[config.mk]
export PLATFORM = sky130hd
export DESIGN_NAME = wb_port_arbiter
export DESIGN_NICKNAME = d
export VERILOG_FILES = /design/src/rtl/wb_port_arbiter.sv
export SDC_FILE = /design/constraint.sdc
export NUM_CORES = 1
export LEC_CHECK = 0
export CAP_MARGIN = 20
export CORE_AREA = 2 2 65 114
export DETAILED_ROUTE_END_ITERATION = 8
export DIE_AREA = 0 0 67 116
export PLACE_DENSITY_LB_ADDON = 0.12
export SLEW_MARGIN = 0
export SYNTH_ARGS = -nofsm -noshare
export SYNTH_HDL_FRONTEND = slang
export SYNTH_SLANG_ARGS = --single-unit
[constraint.sdc]
create_clock -name clk -period 1.7 [get_ports clk]
set_input_delay 0.17 -clock clk [delete_from_list [all_inputs] [get_ports clk]]
set_output_delay 0.17 -clock clk [all_outputs]
set_load 0.005 [all_outputs]
[src/rtl/wb_port_arbiter.sv]
// wb_port_arbiter: shares the register-file write port between ALU, load and MDU results (WB_PERF_EN adds perf counters).
// Latency: combinational grant, registered write on rf_* one cycle after the grant.
// Backpressure: ld/mdu wait on ready; the ALU is frozen via alu_stall_o once a slow request starves.
module wb_port_arbiter #(
  parameter int DATA_W       = 32,
  parameter int ADDR_W       = 5,
  parameter int STARVE_LIMIT = 4
) (
  input  logic              clk,
  input  logic              rst_n,
  input  logic              alu_valid_i,
  input  logic [ADDR_W-1:0] alu_rd_i,
  input  logic [DATA_W-1:0] alu_data_i,
  output logic              alu_stall_o,
  input  logic              ld_valid_i,
  input  logic [ADDR_W-1:0] ld_rd_i,
  input  logic [DATA_W-1:0] ld_data_i,
  output logic              ld_ready_o,
  input  logic              mdu_valid_i,
  input  logic [ADDR_W-1:0] mdu_rd_i,
  input  logic [DATA_W-1:0] mdu_data_i,
  output logic              mdu_ready_o,
`ifdef WB_PERF_EN
  output logic [31:0]       conflict_cnt_o,
  output logic [31:0]       stall_cnt_o,
`endif
  output logic              rf_we_o,
  output logic [ADDR_W-1:0] rf_waddr_o,
  output logic [DATA_W-1:0] rf_wdata_o
);

  typedef enum logic {NORMAL = 1'b0, DRAIN = 1'b1} state_e;

  localparam logic [3:0] LIMIT = 4'(STARVE_LIMIT);

  state_e      state_q, state_d;
  logic [3:0]  starve_q, starve_d;
  logic        ptr_mdu_q, ptr_mdu_d;
  logic        gnt_alu, gnt_ld, gnt_mdu, gnt_any, gnt_slow;
  logic        slow_pend, slow_left;
  logic [ADDR_W-1:0] wr_rd;
  logic [DATA_W-1:0] wr_data;

  always_ff @(posedge clk or negedge rst_n) begin
    if (!rst_n) begin
      state_q   <= NORMAL;
      starve_q  <= '0;
      ptr_mdu_q <= 1'b0;
    end else begin
      state_q   <= state_d;
      starve_q  <= starve_d;
      ptr_mdu_q <= ptr_mdu_d;
    end
  end

  assign slow_pend = ld_valid_i | mdu_valid_i;
  assign gnt_slow  = gnt_ld | gnt_mdu;
  assign gnt_any   = gnt_alu | gnt_slow;
  // a slow request still waiting after this cycle's grant keeps DRAIN alive
  assign slow_left = (ld_valid_i & ~gnt_ld) | (mdu_valid_i & ~gnt_mdu);

  always_comb begin
    state_d   = state_q;
    ptr_mdu_d = ptr_mdu_q;
    starve_d  = starve_q;
    if (gnt_slow) ptr_mdu_d = gnt_ld;
    if (gnt_slow || !slow_pend) starve_d = '0;
    else if (starve_q != 4'hF) starve_d = starve_q + 4'd1;
    case (state_q)
      NORMAL: if (starve_d >= LIMIT) state_d = DRAIN;
      DRAIN: begin
        if (!slow_left) begin
          state_d  = NORMAL;
          starve_d = '0;
        end
      end
    endcase
  end

  always_comb begin
    gnt_alu = 1'b0;
    gnt_ld  = 1'b0;
    gnt_mdu = 1'b0;
    if (state_q == NORMAL && alu_valid_i) begin
      gnt_alu = 1'b1;
    end else if (ld_valid_i && mdu_valid_i) begin
      gnt_ld  = ~ptr_mdu_q;
      gnt_mdu = ptr_mdu_q;
    end else begin
      gnt_ld  = ld_valid_i;
      gnt_mdu = mdu_valid_i;
    end
  end

  assign alu_stall_o = (state_q == DRAIN);
  assign ld_ready_o  = gnt_ld;
  assign mdu_ready_o = gnt_mdu;

  always_comb begin
    wr_rd   = alu_rd_i;
    wr_data = alu_data_i;
    if (gnt_ld) begin
      wr_rd   = ld_rd_i;
      wr_data = ld_data_i;
    end else if (gnt_mdu) begin
      wr_rd   = mdu_rd_i;
      wr_data = mdu_data_i;
    end
  end

  // x0 grants consume the slot but never raise the write enable
  always_ff @(posedge clk or negedge rst_n) begin
    if (!rst_n) begin
      rf_we_o    <= 1'b0;
      rf_waddr_o <= '0;
      rf_wdata_o <= '0;
    end else begin
      rf_we_o <= gnt_any && (wr_rd != '0);
      if (gnt_any) begin
        rf_waddr_o <= wr_rd;
        rf_wdata_o <= wr_data;
      end
    end
  end

`ifdef WB_PERF_EN
  logic [1:0] n_req;
  assign n_req = {1'b0, alu_valid_i} + {1'b0, ld_valid_i} + {1'b0, mdu_valid_i};

  always_ff @(posedge clk or negedge rst_n) begin
    if (!rst_n) begin
      conflict_cnt_o <= '0;
      stall_cnt_o    <= '0;
    end else begin
      if (n_req >= 2'd2) conflict_cnt_o <= conflict_cnt_o + 32'd1;
      if (alu_stall_o)   stall_cnt_o    <= stall_cnt_o + 32'd1;
    end
  end
`endif

endmodule

; Yosys cells after proc, flatten, opt, wreduce, memory -nomap -nowiden
; Index checks and enable logic that the tools add are counted.
[totals]
ff_bits = 44
wordCells = 41
input_bits = 116
output_inout_bits = 41
[classes]
bitwise_logic = 10
order_cmp = 1
addsub = 1
muxes = 16
eq_ne = 1
reduce_logical = 6
[op_table]
columns = op, n
row1 = $mux W32, 2
row2 = $mux W4, 4
row3 = $mux W5, 2
row4 = $mux W1, 7
row5 = $reduce_bool A5 Y1, 1
row6 = $add A4 B1 Y4 const B, 1
row7 = $ge A4 B3 Y1 const B, 1
row8 = $ne A4 B4 Y1 const B, 1
row9 = $not A1 Y1, 4
row10 = $or A1 B1 Y1, 4
row11 = $logic_and A1 B1 Y1, 3
row12 = $and A1 B1 Y1, 2
row13 = $pmux W1 S2, 1
row14 = $logic_not A1 Y1, 1
row15 = $logic_or A1 B1 Y1, 1

; Depth between registers and ports, before layout
[depth]
depth_word = 9
ltp_mapped = 8
mapped_depth_nobuf = 6

; Worst setup path before layout
; Ideal clock, no wire load.
[synth_timing]
path_kind = register -> register
from = reg state_q, in the netlist alu_stall_o
to = reg rf_wdata_o[14]
required_ns = 1.636
path_stages_with_launch = 8
synth_period_minus_slack_ns = 1.410
n_path_buf = 2
setup_time_ns = 0.064
slack_ns = 0.290
t_arrival_ns = 1.346
cell_sequence = dfrtp_1 -> nand2b_2 -> nand3_2 -> buf_6 -> buf_6 -> nand2_1 -> a311oi_1 -> a21o_1
[synth_via]
elab_chain_cells = 5
elab_cells_between_ends = 9
cone_classes = 5 x mux / 3 x bitwise / 1 x reduce/logical
[synth_rtl]
columns = element, line
row1 = from (decl), 36  ; state_e state_q, state_d;
row2 = from (signal assigned), 50  ; state_q <= state_d;
row3 = $not A1 Y1 *, -
row4 = $logic_and A1 B1 Y1 *, 84  ; if (state_q == NORMAL && alu_valid_i) begin
row5 = $mux W1, 84
row6 = $mux W32 / $or A1 B1 Y1 (equally long branches), "105, 57"
row7 = $mux W32 / $or A1 B1 Y1 (equally long branches), "102, 58"
row8 = to (signal assigned), 121  ; rf_wdata_o <= wr_data;
row9 = to (decl), 29  ; output logic [DATA_W-1:0] rf_wdata_o
; Mark *: on every way between the ends. The rest lies on a longest branch, timed or not.
; A chain may end at the register's enable or synchronous reset.

; Final worst setup path
[layout_timing]
from = reg ptr_mdu_q
to = reg rf_wdata_o[16]
[layout_via]
elab_chain_cells = 5
elab_cells_between_ends = 9
cone_classes = 6 x mux / 3 x bitwise
[layout_rtl]
columns = element, line
row1 = from (decl), 38  ; logic ptr_mdu_q, ptr_mdu_d;
row2 = from (signal assigned), 52  ; ptr_mdu_q <= ptr_mdu_d;
row3 = $not A1 Y1, 87  ; gnt_ld = ~ptr_mdu_q;
row4 = $mux W1, 86  ; end else if (ld_valid_i && mdu_valid_i) begin
row5 = $mux W1, 84
row6 = $or A1 B1 Y1, 57  ; assign gnt_slow = gnt_ld | gnt_mdu;
row7 = $or A1 B1 Y1, 58  ; assign gnt_any = gnt_alu | gnt_slow;
; Parallel ways exist; a longest one is shown, timed or not.

==> impl_metrics.ini <==
[global_routing]
grt.overflow.total = 0
antenna_found_initial = 0
grt_use_total_pct = 22.56
grt_max_degree = 39
grt_pass1_wl_mm = 13.28
grt_pass1_vias = 2795

[timing]
fmax_ghz = 0.6267
fin_ws_ns = 0.1043
tightest_slew_ns = 0.5135
maxSlewHeadroom_pct = 65.77
whs_ns = 0.3336
slew_violations = 0
period_share_pct = 93.86
post-route-min-period_ns = 1.596
hold_violations = 0
fin_setup_tns_ns = 0
rsz0062_at_grt = no
worst_clock_skew_ns = 0.002577
setup_violations = 0

[clock_tree]
numCtsBuffers = 5
path_clk_slew_ns = 0.06
cts_num_sinks = 44
cts_root_buf = clkbuf_16
cts_max_path_buffers = 2
cts_tree = yes
clk_latency_ns = 0.28
h-tree-depth = 2

[finish]
regArea_um2 = 1101
drive_gt1_share_pct = 11.11
fill_cells = 636
multiInputGateArea_um2 = 1241
fin_util_pct = 65.88
nets = 575
fin_area_um2 = 4484
final_cells = 543
syn_to_final_growth_pct = 81.65
n_antenna_cell = 0

[placement]
place_ws_ns = -0.1851
portBuffers = 156
dpl_cell_area_um2 = 4268
place.gp.congestion = 0.8031
placed_cells = 530
hpwl_mm = 6.587

[power]
p_seq_share_pct = 37.7
p_switching_mw = 0.8900
vdd.ir_drop.worst_mv = 0.5952
pwr-share-clk_pct = 28.5
p_int_mw = 2.515
p_leak_nw = 2.054
comb_power_share_pct = 33.8
powerDensity_nw_per_um2 = 759.2
total_power_mw = 3.405
switching_share_pct = 26.14

[synthesis]
synth_flop_cell = dfrtp_1
yosysUniqueCellTypes = 34
yosys_warnings = 0
netlist_area_um2 = 2469
yosysMostFrequentCell = nand2_1
yosysTopAreaCellShare_pct = 44.60
async_flop_share_pct = 100.0
synthTopCellsByArea = dfrtp_1, a311oi_1, nand2_1
synth.avg_cell_area_um2 = 8.723
synth_cells = 283
synth_commonest_cells = nand2_1, dfrtp_1, nor2_1, a21o_1, a311oi_1
synth.yosys.seq_area_share_pct = 44.60
yosysTopAreaCell = dfrtp_1
synth_nets = 400
synth_edf_count = 0
synth-seq-cells = 44

[worst_setup_path]
path_cells = nand2b_4 -> nand3_4 -> clkinv_2 -> buf_4 -> nand2_1 -> a311oi_1 -> a21o_1
r2r_end = rf_wdata_o[16]
required_ns = 1.92
critPathArrivalTime_ns = 1.82
reg2reg_setup_slack_ns = 0.10
reg2reg_depth = 7
crit_family = compound AO/OA/AOI/OAI gates
crit_cells = 7
cpMaxStageDelayCell = dfrtp_1
worst-path-buf-inv = 2
crit_path_end_kind = register
crit_type = reg2reg
worstReg2RegStart = ptr_mdu_q
path_max_fanout = 12
critPathCapture = rf_wdata_o[16]
critPathLaunch = ptr_mdu_q
critPathMaxStageDelay_ns = 0.41
cp-start-kind = register

[floorplan]
die_h_um = 116
io_pins = 157
die-area_um2 = 7772
die_x_um = 67
core_um2 = 6807
rows = 40
start_util_pct = 36.27

[route]
wl_per_cell_um = 15.48
drtAntennaViolNets = 0
drt-pass1-iter-count = 4
vias = 2806
route.detailed.drc = 0
dr.first_iter.drc_count = 115
drt-total-wl_mm = 8.407
via_per_inst = 5.168

[flow_run]
maxCapViolCount = 0

[outcome]
status = finished, final reports clean

[min_path]
hold_path.class = in2reg
## power groups by stage
stage	logic (mW)	clock network, mW	registers, mW
finish	1.15	0.970	1.28
global placement	1.12	0	1.29
CTS	1.15	0.998	1.28
detailed placement	1.13	0	1.30
global route	1.25	1.04	1.30
floorplan	0.397	0	1.30
## routing by layer
metal	track usage (%)	routed length (µm)	vias to the layer above
met4	7.891	184	0
met2	42.38	4754	114
met5	0	0	-
li1	-	-	1355
met3	5.534	563	13
met1	23.53	2904	1324
## state kept, by name, indices dropped and copies added (netlist names)
signal / count
rf_wdata_o: 32
ptr_mdu_q: 1
alu_stall_o: 1
rf_we_o: 1
rf_waddr_o: 5
starve_q: 4
## worst min path at each step
stage | cells after the start | to | start
global route | 2 | alu_stall_o | mdu_valid_i
detailed placement | 1 | rf_wdata_o[19] | rst_n
global placement | 1 | rf_wdata_o[19] | rst_n
finish | 2 | alu_stall_o | mdu_valid_i
floorplan | 0 | alu_stall_o | rst_n
CTS | 2 | rf_wdata_o[19] | rst_n
## layout by cell type (no fill, tap or decap)
cell type / instances
and2b_4: 1
a311o_1: 1
dlygate4sd2_1: 2
buf_4: 31
o21ai_1: 6
clkbuf_8: 1
buf_2: 1
ha_1: 1
o22a_1: 1
nor3_1: 1
o22ai_1: 2
nand2_2: 1
mux2i_1: 1
dlygate4sd3_1: 1
clkinv_2: 1
xnor2_1: 1
nand3_1: 2
nand2_1: 72
clkdlybuf4s50_1: 151
a31oi_1: 2
clkbuf_16: 5
a31o_1: 1
nand2b_4: 2
inv_2: 1
a311oi_1: 32
a22oi_1: 2
nor2_1: 42
dfrtp_1: 44
nand3_4: 2
o2bb2ai_1: 2
o31ai_1: 2
dlymetal6s2s_1: 2
buf_12: 4
a21o_1: 32
clkbuf_1: 2
a41oi_1: 1
a21oi_1: 1
nor3_4: 1
a211oi_1: 1
## area by class of cell
type / instances / share of cell area, %
Sequential cell: 44 / 24.55
Clock buffer: 8 / 3.265
Timing Repair Buffer: 192 / 41.96
Inverter: 2 / 0.1953
Multi-Input combinational cell: 213 / 27.68
Tap cell: 84 / 2.344
## cells by family after synthesis
| group | share of synthesized area (%) |
|---|---|
| mux | 0.4055 |
| buf+inv | 6.487 |
| compound gates | 27.22 |
| simple gates | 20.43 |
| fa+ha+maj | 0.5068 |
| xor+xnor | 0.3549 |
| flops | 44.60 |
## timing repair
action                                  CTS  global route
hold endpoints to repair                 20             0
resized for setup                         6             3
hold buffers                              1             0
pin swaps                                 0             1
setup buffers                             0             4
endpoints found under the setup margin    2             4
Note: power is estimated with default switching activity, not from simulation.
